===== src/rtl/cordic_sequencer_if.sv =====
// cordic_sequencer_if: job request and result response handshakes of the cordic sequencer
interface cordic_sequencer_if #(parameter int W = 32);
  logic req_valid, req_ready, req_mode;
  logic signed [W-1:0] req_a, req_b;
  logic resp_valid, resp_ready, resp_err;
  logic signed [W-1:0] resp_x, resp_y, resp_z;
  modport master (
    output req_valid, req_mode, req_a, req_b, resp_ready,
    input  req_ready, resp_valid, resp_x, resp_y, resp_z, resp_err
  );
  modport slave (
    input  req_valid, req_mode, req_a, req_b, resp_ready,
    output req_ready, resp_valid, resp_x, resp_y, resp_z, resp_err
  );
endinterface


===== src/rtl/cordic_sequencer.sv =====
// cordic_sequencer: folds jobs into the cordic convergence range, runs the core once, unfolds results
module cordic_sequencer #(
  parameter int W = 32,
  parameter int PI_FIXED = 102944,
  parameter int TIMEOUT = 64
) (
  input  logic clk,
  input  logic rst,
  cordic_sequencer_if.slave bus,
  output logic core_start,
  output logic core_mode,
  output logic signed [W-1:0] core_x,
  output logic signed [W-1:0] core_y,
  output logic signed [W-1:0] core_z,
  input  logic core_done,
  input  logic signed [W-1:0] core_x_out,
  input  logic signed [W-1:0] core_y_out,
  input  logic signed [W-1:0] core_z_out
);
  typedef enum logic [2:0] {IDLE, LAUNCH, WAIT, FIX, RESP} state_t;
  localparam int CW = $clog2(TIMEOUT + 1);
  localparam logic signed [W-1:0] PI = W'(PI_FIXED);
  localparam logic signed [W-1:0] NPI = -PI;
  localparam logic signed [W-1:0] HPI = W'(PI_FIXED / 2);
  localparam logic signed [W-1:0] NHPI = -HPI;
  state_t state, nxt;
  logic [CW-1:0] cnt;
  logic fold, yneg, rot_err, rot_fold, timeout;
  // sum arrives in W+1 bits; clamp when the two top bits disagree
  function automatic logic signed [W-1:0] sat(input logic [W:0] s);
    return s[W] ^ s[W-1] ? {s[W], {(W-1){~s[W]}}} : s[W-1:0];
  endfunction
  function automatic logic signed [W-1:0] add(input logic signed [W-1:0] a, input logic signed [W-1:0] b);
    return sat({a[W-1], a} + {b[W-1], b});
  endfunction
  function automatic logic signed [W-1:0] neg(input logic signed [W-1:0] a);
    return sat(-{a[W-1], a});
  endfunction
  assign rot_err = !bus.req_mode && (bus.req_a > PI || bus.req_a < NPI);
  assign rot_fold = bus.req_a > HPI || bus.req_a < NHPI;
  assign timeout = cnt == CW'(TIMEOUT - 1);
  assign bus.req_ready = state == IDLE;
  assign bus.resp_valid = state == RESP;
  assign core_start = state == LAUNCH;
  always_comb begin
    nxt = state;
    case (state)
      IDLE:    nxt = bus.req_valid ? (rot_err ? RESP : LAUNCH) : IDLE;
      LAUNCH:  nxt = WAIT;
      WAIT:    nxt = core_done ? FIX : timeout ? RESP : WAIT;
      FIX:     nxt = RESP;
      RESP:    nxt = bus.resp_ready ? IDLE : RESP;
      default: nxt = IDLE;
    endcase
  end
  always_ff @(posedge clk) begin
    if (!rst) begin
      state <= IDLE;
      cnt <= '0;
      fold <= 1'b0;
      yneg <= 1'b0;
      core_mode <= 1'b0;
      core_x <= '0;
      core_y <= '0;
      core_z <= '0;
      bus.resp_x <= '0;
      bus.resp_y <= '0;
      bus.resp_z <= '0;
      bus.resp_err <= 1'b0;
    end else begin
      state <= nxt;
      case (state)
        IDLE: if (bus.req_valid) begin
          core_mode <= bus.req_mode;
          fold <= bus.req_mode ? bus.req_a[W-1] : rot_fold;
          yneg <= bus.req_b[W-1];
          cnt <= '0;
          core_x <= !bus.req_mode ? '0 : bus.req_a[W-1] ? neg(bus.req_a) : bus.req_a;
          core_y <= !bus.req_mode ? '0 : bus.req_a[W-1] ? neg(bus.req_b) : bus.req_b;
          core_z <= bus.req_mode ? '0 : bus.req_a > HPI ? add(bus.req_a, NPI) :
                    bus.req_a < NHPI ? add(bus.req_a, PI) : bus.req_a;
          {bus.resp_x, bus.resp_y, bus.resp_z} <= '0;
          bus.resp_err <= rot_err;
        end
        WAIT: begin
          cnt <= cnt + 1'b1;
          if (core_done) begin
            bus.resp_x <= core_x_out;
            bus.resp_y <= core_y_out;
            bus.resp_z <= core_z_out;
          end else if (timeout) bus.resp_err <= 1'b1;
        end
        // a folded rotation lands a half-turn away, a folded vector lost pi from its angle
        FIX: begin
          if (fold && !core_mode) begin
            bus.resp_x <= neg(bus.resp_x);
            bus.resp_y <= neg(bus.resp_y);
          end
          if (fold && core_mode) bus.resp_z <= add(bus.resp_z, yneg ? NPI : PI);
        end
        default: ;
      endcase
    end
  end
endmodule


===== src/flat_wrapper.sv =====
// flat-port wrapper written by rule: the top's interface ports become plain ports
module cordic_sequencer_flat 
#(
  parameter int W = 32,
  parameter int PI_FIXED = 102944,
  parameter int TIMEOUT = 64
)
  (clk, rst, core_start, core_mode, core_x, core_y, core_z, core_done, core_x_out, core_y_out, core_z_out, bus_req_valid, bus_req_mode, bus_req_a, bus_req_b, bus_resp_ready, bus_req_ready, bus_resp_valid, bus_resp_x, bus_resp_y, bus_resp_z, bus_resp_err);
  cordic_sequencer_if #(.W(W)) bus_i ();
  input  logic clk;
  input  logic rst;
  output logic core_start;
  output logic core_mode;
  output logic signed [W-1:0] core_x;
  output logic signed [W-1:0] core_y;
  output logic signed [W-1:0] core_z;
  input  logic core_done;
  input  logic signed [W-1:0] core_x_out;
  input  logic signed [W-1:0] core_y_out;
  input  logic signed [W-1:0] core_z_out;
  input wire logic [$bits(bus_i.req_valid)-1:0] bus_req_valid;
  input wire logic [$bits(bus_i.req_mode)-1:0] bus_req_mode;
  input wire logic [$bits(bus_i.req_a)-1:0] bus_req_a;
  input wire logic [$bits(bus_i.req_b)-1:0] bus_req_b;
  input wire logic [$bits(bus_i.resp_ready)-1:0] bus_resp_ready;
  output wire logic [$bits(bus_i.req_ready)-1:0] bus_req_ready;
  output wire logic [$bits(bus_i.resp_valid)-1:0] bus_resp_valid;
  output wire logic [$bits(bus_i.resp_x)-1:0] bus_resp_x;
  output wire logic [$bits(bus_i.resp_y)-1:0] bus_resp_y;
  output wire logic [$bits(bus_i.resp_z)-1:0] bus_resp_z;
  output wire logic [$bits(bus_i.resp_err)-1:0] bus_resp_err;
  assign bus_i.req_valid = bus_req_valid;
  assign bus_i.req_mode = bus_req_mode;
  assign bus_i.req_a = bus_req_a;
  assign bus_i.req_b = bus_req_b;
  assign bus_i.resp_ready = bus_resp_ready;
  assign bus_req_ready = bus_i.req_ready;
  assign bus_resp_valid = bus_i.resp_valid;
  assign bus_resp_x = bus_i.resp_x;
  assign bus_resp_y = bus_i.resp_y;
  assign bus_resp_z = bus_i.resp_z;
  assign bus_resp_err = bus_i.resp_err;
  cordic_sequencer #(.W(W), .PI_FIXED(PI_FIXED), .TIMEOUT(TIMEOUT)) u_core (.clk(clk), .rst(rst), .bus(bus_i), .core_start(core_start), .core_mode(core_mode), .core_x(core_x), .core_y(core_y), .core_z(core_z), .core_done(core_done), .core_x_out(core_x_out), .core_y_out(core_y_out), .core_z_out(core_z_out));
endmodule

===== config.mk =====
export PLATFORM = sky130hd
export DESIGN_NAME = cordic_sequencer_flat
export DESIGN_NICKNAME = d
export VERILOG_FILES = /design/src/rtl/cordic_sequencer_if.sv /design/src/rtl/cordic_sequencer.sv /design/src/flat_wrapper.sv
export SDC_FILE = /design/constraint.sdc
export NUM_CORES = 1
export LEC_CHECK = 0
export ABC_AREA = 1
export CAP_MARGIN = 15
export CORE_UTILIZATION = 50
export CTS_CLUSTER_SIZE = 16
export DETAILED_ROUTE_END_ITERATION = 8
export GPL_TIMING_DRIVEN = 1
export PLACE_DENSITY = 0.79
export SYNTH_ARGS = -nofsm -noshare
export SYNTH_HDL_FRONTEND = slang
export SYNTH_SLANG_ARGS = --single-unit
export TNS_END_PERCENT = 100

===== constraint.sdc =====
create_clock -name clk -period 4.1 [get_ports clk]
set_clock_uncertainty 0.15 [all_clocks]
set_input_delay 0.82 -clock clk [delete_from_list [all_inputs] [get_ports clk]]
set_output_delay 0.82 -clock clk [all_outputs]
set_load 0.01 [all_outputs]

==> reports/results.txt, run 1 <==
Status = finished, final reports clean
Peak supply drop = 0.3109 mV
PwrDens = 382.8 mW/mm^2
Boundary pin count = 363
Critical Path Sink = u_core.bus.resp_z[22]
Leakage = 8.420 nW
CTS buffer count = 25
Sequential share of the synthesized area = 0.2487
Sum Neg Setup Slack = 0 ps
# rows = 66
Period utilisation layout = 0.9032
Share of layout cells above drive strength 1 = 0.07524
Slew @ Worst Pin = 1162 ps
Cell Area, Synth = 0.01658 mm^2
Initial DRC Count = 1811
CTS tree = built
Worst hold path type = reg -> reg
Hold buffer count at CTS = 0
Synth cell types = 54
Register bit total from synthesis = 206
Critical path origin = u_core.yneg
Clock root cell = clkbuf_16
CTS Sinks = 206
CP Class = reg -> reg
Max-Cap Viols = 0
R2R Setup Slk = 400 ps
Final setup viols = 0
Drt pass-1 iters = 6
Max Slew Vio Count = 0
Layout area overhead = 27.90%
Clk_lat worst skew = 560 ps
Initial antenna violation count = 2
Syn_nets = 2845
CP max FO = 26
Final net count = 3154
Pin count of the biggest net entering global routing = 104
Critical path arrival = 3980 ps
GRT Overall Usage = 0.3770
Remaining routing DRC violations = 0
Max clock buf depth = 3
Die W = 184.1 um
Setup WS post-layout = 396.8 ps
CP startpoint kind = register
Pre-CTS setup slack = 48.40 ps
Routability congestion estimate = 1.039
Clock-pin slew on the worst setup and hold paths = 70 ps
Hold Vio Cnt, Final = 0
Initial Utilization = 0.5084
Avg Inst Size Synth = 6.279 um^2
RSZ-0062 raised after global routing = false
Relative slew slack = 0.2246
H-tree depth = 1
WL final = 65580 um
CTS resizes = 0
Reg-to-reg startpoint = u_core.yneg
Crit path time final = 3703 ps
Post-DRT Antenna Nets = 0
Total grt overflow = 0
Post-Syn Instances = 2641
Worst r2r dst = u_core.bus.resp_z[22]
Cell accounting for the most synthesized area = dfxtp_1
Postcts setup bufs = 0
Required @ worst endpoint = 4370 ps
Core Region = 0.03262 mm^2
Share of the synthesized area in the top cell type = 0.2487
Vias in the first global route = 18720
Vias per inst = 5.837
Total Power = 8.119 mW
Die Ht = 184.1 um
FF-to-FF path depth = 17
Crit path capture type = register
First-pass GRT wire length = 101900 um
Dpl hpwl = 49690 um
Synth warn = 0
Fmax = 270.0 MHz
IO buf count = 362
Synth area leaders = dfxtp_1 (25%), nand2_1 (13%), a21oi_1 (11%)
Vias = 19890
Die area = 0.03390 mm^2
WL/cell = 19.24 um
## stage by stage
| stage | utilization | cell area (um^2) | hold slack (ps) | cells |
|---|---|---|---|---|
| floorplan | - | 16580 | 287.1 | 2641 |
| global placement | 0.6265 | 20440 | 302.2 | 3365 |
| detailed placement | 0.6265 | 20440 | 306.5 | 3365 |
| CTS | 0.6498 | 21190 | 317.2 | 3406 |
| global route | 0.6501 | 21210 | 335.9 | 3407 |
| finish | 0.6502 | 21210 | 316.1 | 3408 |
## placed cells by master, fill, tap and decap left out, types with 3 or more instances in the layout
cell type | synthesis | routed
or2_1 | 3 | 3
o21ai_1 | 25 | 25
nor2_1 | 242 | 242
a21oi_2 | 12 | 12
nand3_4 | 2 | 3
nand3b_1 | 5 | 5
o21ai_0 | 185 | 185
a211oi_1 | 4 | 4
o211ai_1 | 11 | 11
nor3_2 | 8 | 8
ha_1 | 37 | 37
nand4_1 | 36 | 36
clkdlybuf4s50_1 | 0 | 360
nor4_1 | 20 | 20
a221oi_1 | 3 | 3
nand2_2 | 20 | 20
buf_4 | 20 | 54
xnor2_1 | 36 | 36
nor2_2 | 18 | 17
clkbuf_16 | 0 | 25
buf_12 | 0 | 3
dfxtp_1 | 206 | 205
nand3_1 | 241 | 241
a21o_1 | 7 | 7
o21bai_1 | 6 | 6
xor2_1 | 116 | 116
nor2_4 | 8 | 9
a21oi_1 | 380 | 380
nor3_1 | 35 | 35
nand2_1 | 581 | 581
clkinv_2 | 0 | 7
or2_2 | 4 | 4
clkbuf_8 | 0 | 3
o21a_1 | 3 | 3
inv_1 | 180 | 179
nand2_4 | 5 | 5
a31oi_1 | 8 | 8
inv_2 | 28 | 27
nand3_2 | 10 | 9
clkbuf_1 | 65 | 5
## cells by family (layout without fill, tap and decap cells)
kind of cell    Yosys count  in the layout  share of synthesized area
fa+ha+maj                38             38                    0.02913
compound gates          650            650                     0.2070
other cells               0              2                          0
xor+xnor                152            152                    0.08028
flops                   206            206                     0.2487
simple gates           1249           1249                     0.3402
buf+inv                 346            669                    0.09470
## cell type report
cell class / instances / area [um^2]
antenna: 2 / 5.005
clock inverter: 8 / 72.57
inverter: 209 / 787.0
fill: 3017 / 11410
multi-input combinational: 2089 / 10900
sequential: 206 / 4125
timing repair buffer: 419 / 4079
tap: 442 / 553.0
clock buffer: 33 / 685.7
## cell usage after synthesis, drive strengths merged
cell type,number
nand2,606
a21oi,392
nor3b,1
nor2,270
a221oi,3
xnor2,36
and2,1
o21a,3
clkinv,1
nand3b,6
o21ai,213
buf,72
inv,208
nor3,43
nand3,253
a31oi,9
clkbuf,65
xor2,116
a211oi,4
a21o,7
dfxtp,206
fa,1
or3,2
and3,1
a41oi,1
ha,37
nand4,38
o211ai,11
nor4,21
o221a,1
o21bai,6
or2,7
## flip-flops by register name, indices dropped and copies added, names as in the netlist
| name | cells |
|---|---|
| u_core.core_z | 32 |
| u_core.bus.resp_x | 32 |
| u_core.bus.resp_y | 32 |
| u_core.cnt | 7 |
| u_core.core_x | 32 |
| u_core.bus.resp_z | 32 |
| u_core.yneg | 1 |
| u_core.state | 3 |
| u_core.bus.resp_err | 1 |
| u_core.fold | 1 |
| u_core.core_mode | 1 |
| u_core.core_y | 32 |
## report_power, final
part | internal [mW] | switching [mW] | leakage [nW]
logic | 1.36 | 2.09 | 6.35
clock network | 1.23 | 0.922 | 0.378
registers | 2.23 | 0.291 | 1.69
## worst min path at each step
stage | slack, ps | cells after the start | start | endpoint
after global routing | 340 | 2 | u_core.core_z[0] | u_core.core_z[0]
after detailed placement | 310 | 2 | u_core.core_x[1] | u_core.core_x[1]
final | 320 | 2 | u_core.core_z[12] | u_core.core_z[12]
after CTS | 320 | 2 | u_core.core_x[21] | u_core.core_x[21]
after global placement | 300 | 1 | u_core.cnt[6] | u_core.cnt[6]
after floorplan | 290 | 1 | u_core.cnt[5] | u_core.cnt[5]
## critical path, cell delays in order, from the launching register on
cell	delay, ps
dfxtp_2	500
buf_4	280
ha_1	310
nand2_1	150
inv_1	60
a21oi_1	180
nor2_1	60
nor3_1	180
nand3_1	140
nand2_1	80
nand2_1	50
a21oi_1	140
xor2_1	180
ha_1	290
inv_1	250
nand3_4	300
nand3_1	180
a21oi_1	80
## per-layer routing
layer	global-route usage	vias to the layer above	wire [um]
met4	0.1783	0	2969
met5	0	-	0
li1	-	9447	-
met2	0.6124	1082	29410
met3	0.07390	170	6415
met1	0.4784	9193	26780
Power figures use the tool's default switching activity.
==> run 2: changes to the inputs <==
Settings changed: TNS_END_PERCENT 100 to not set.
==> results of run 2 <==
No change in the layout: final DEF, timing and power equal those of run 1.
==> run 3: changes to the inputs <==
Settings changed: CAP_MARGIN 15 to not set, SKIP_LAST_GASP set to 1.
==> results of run 3 <==
No change in the layout: final DEF, timing and power equal those of run 1.
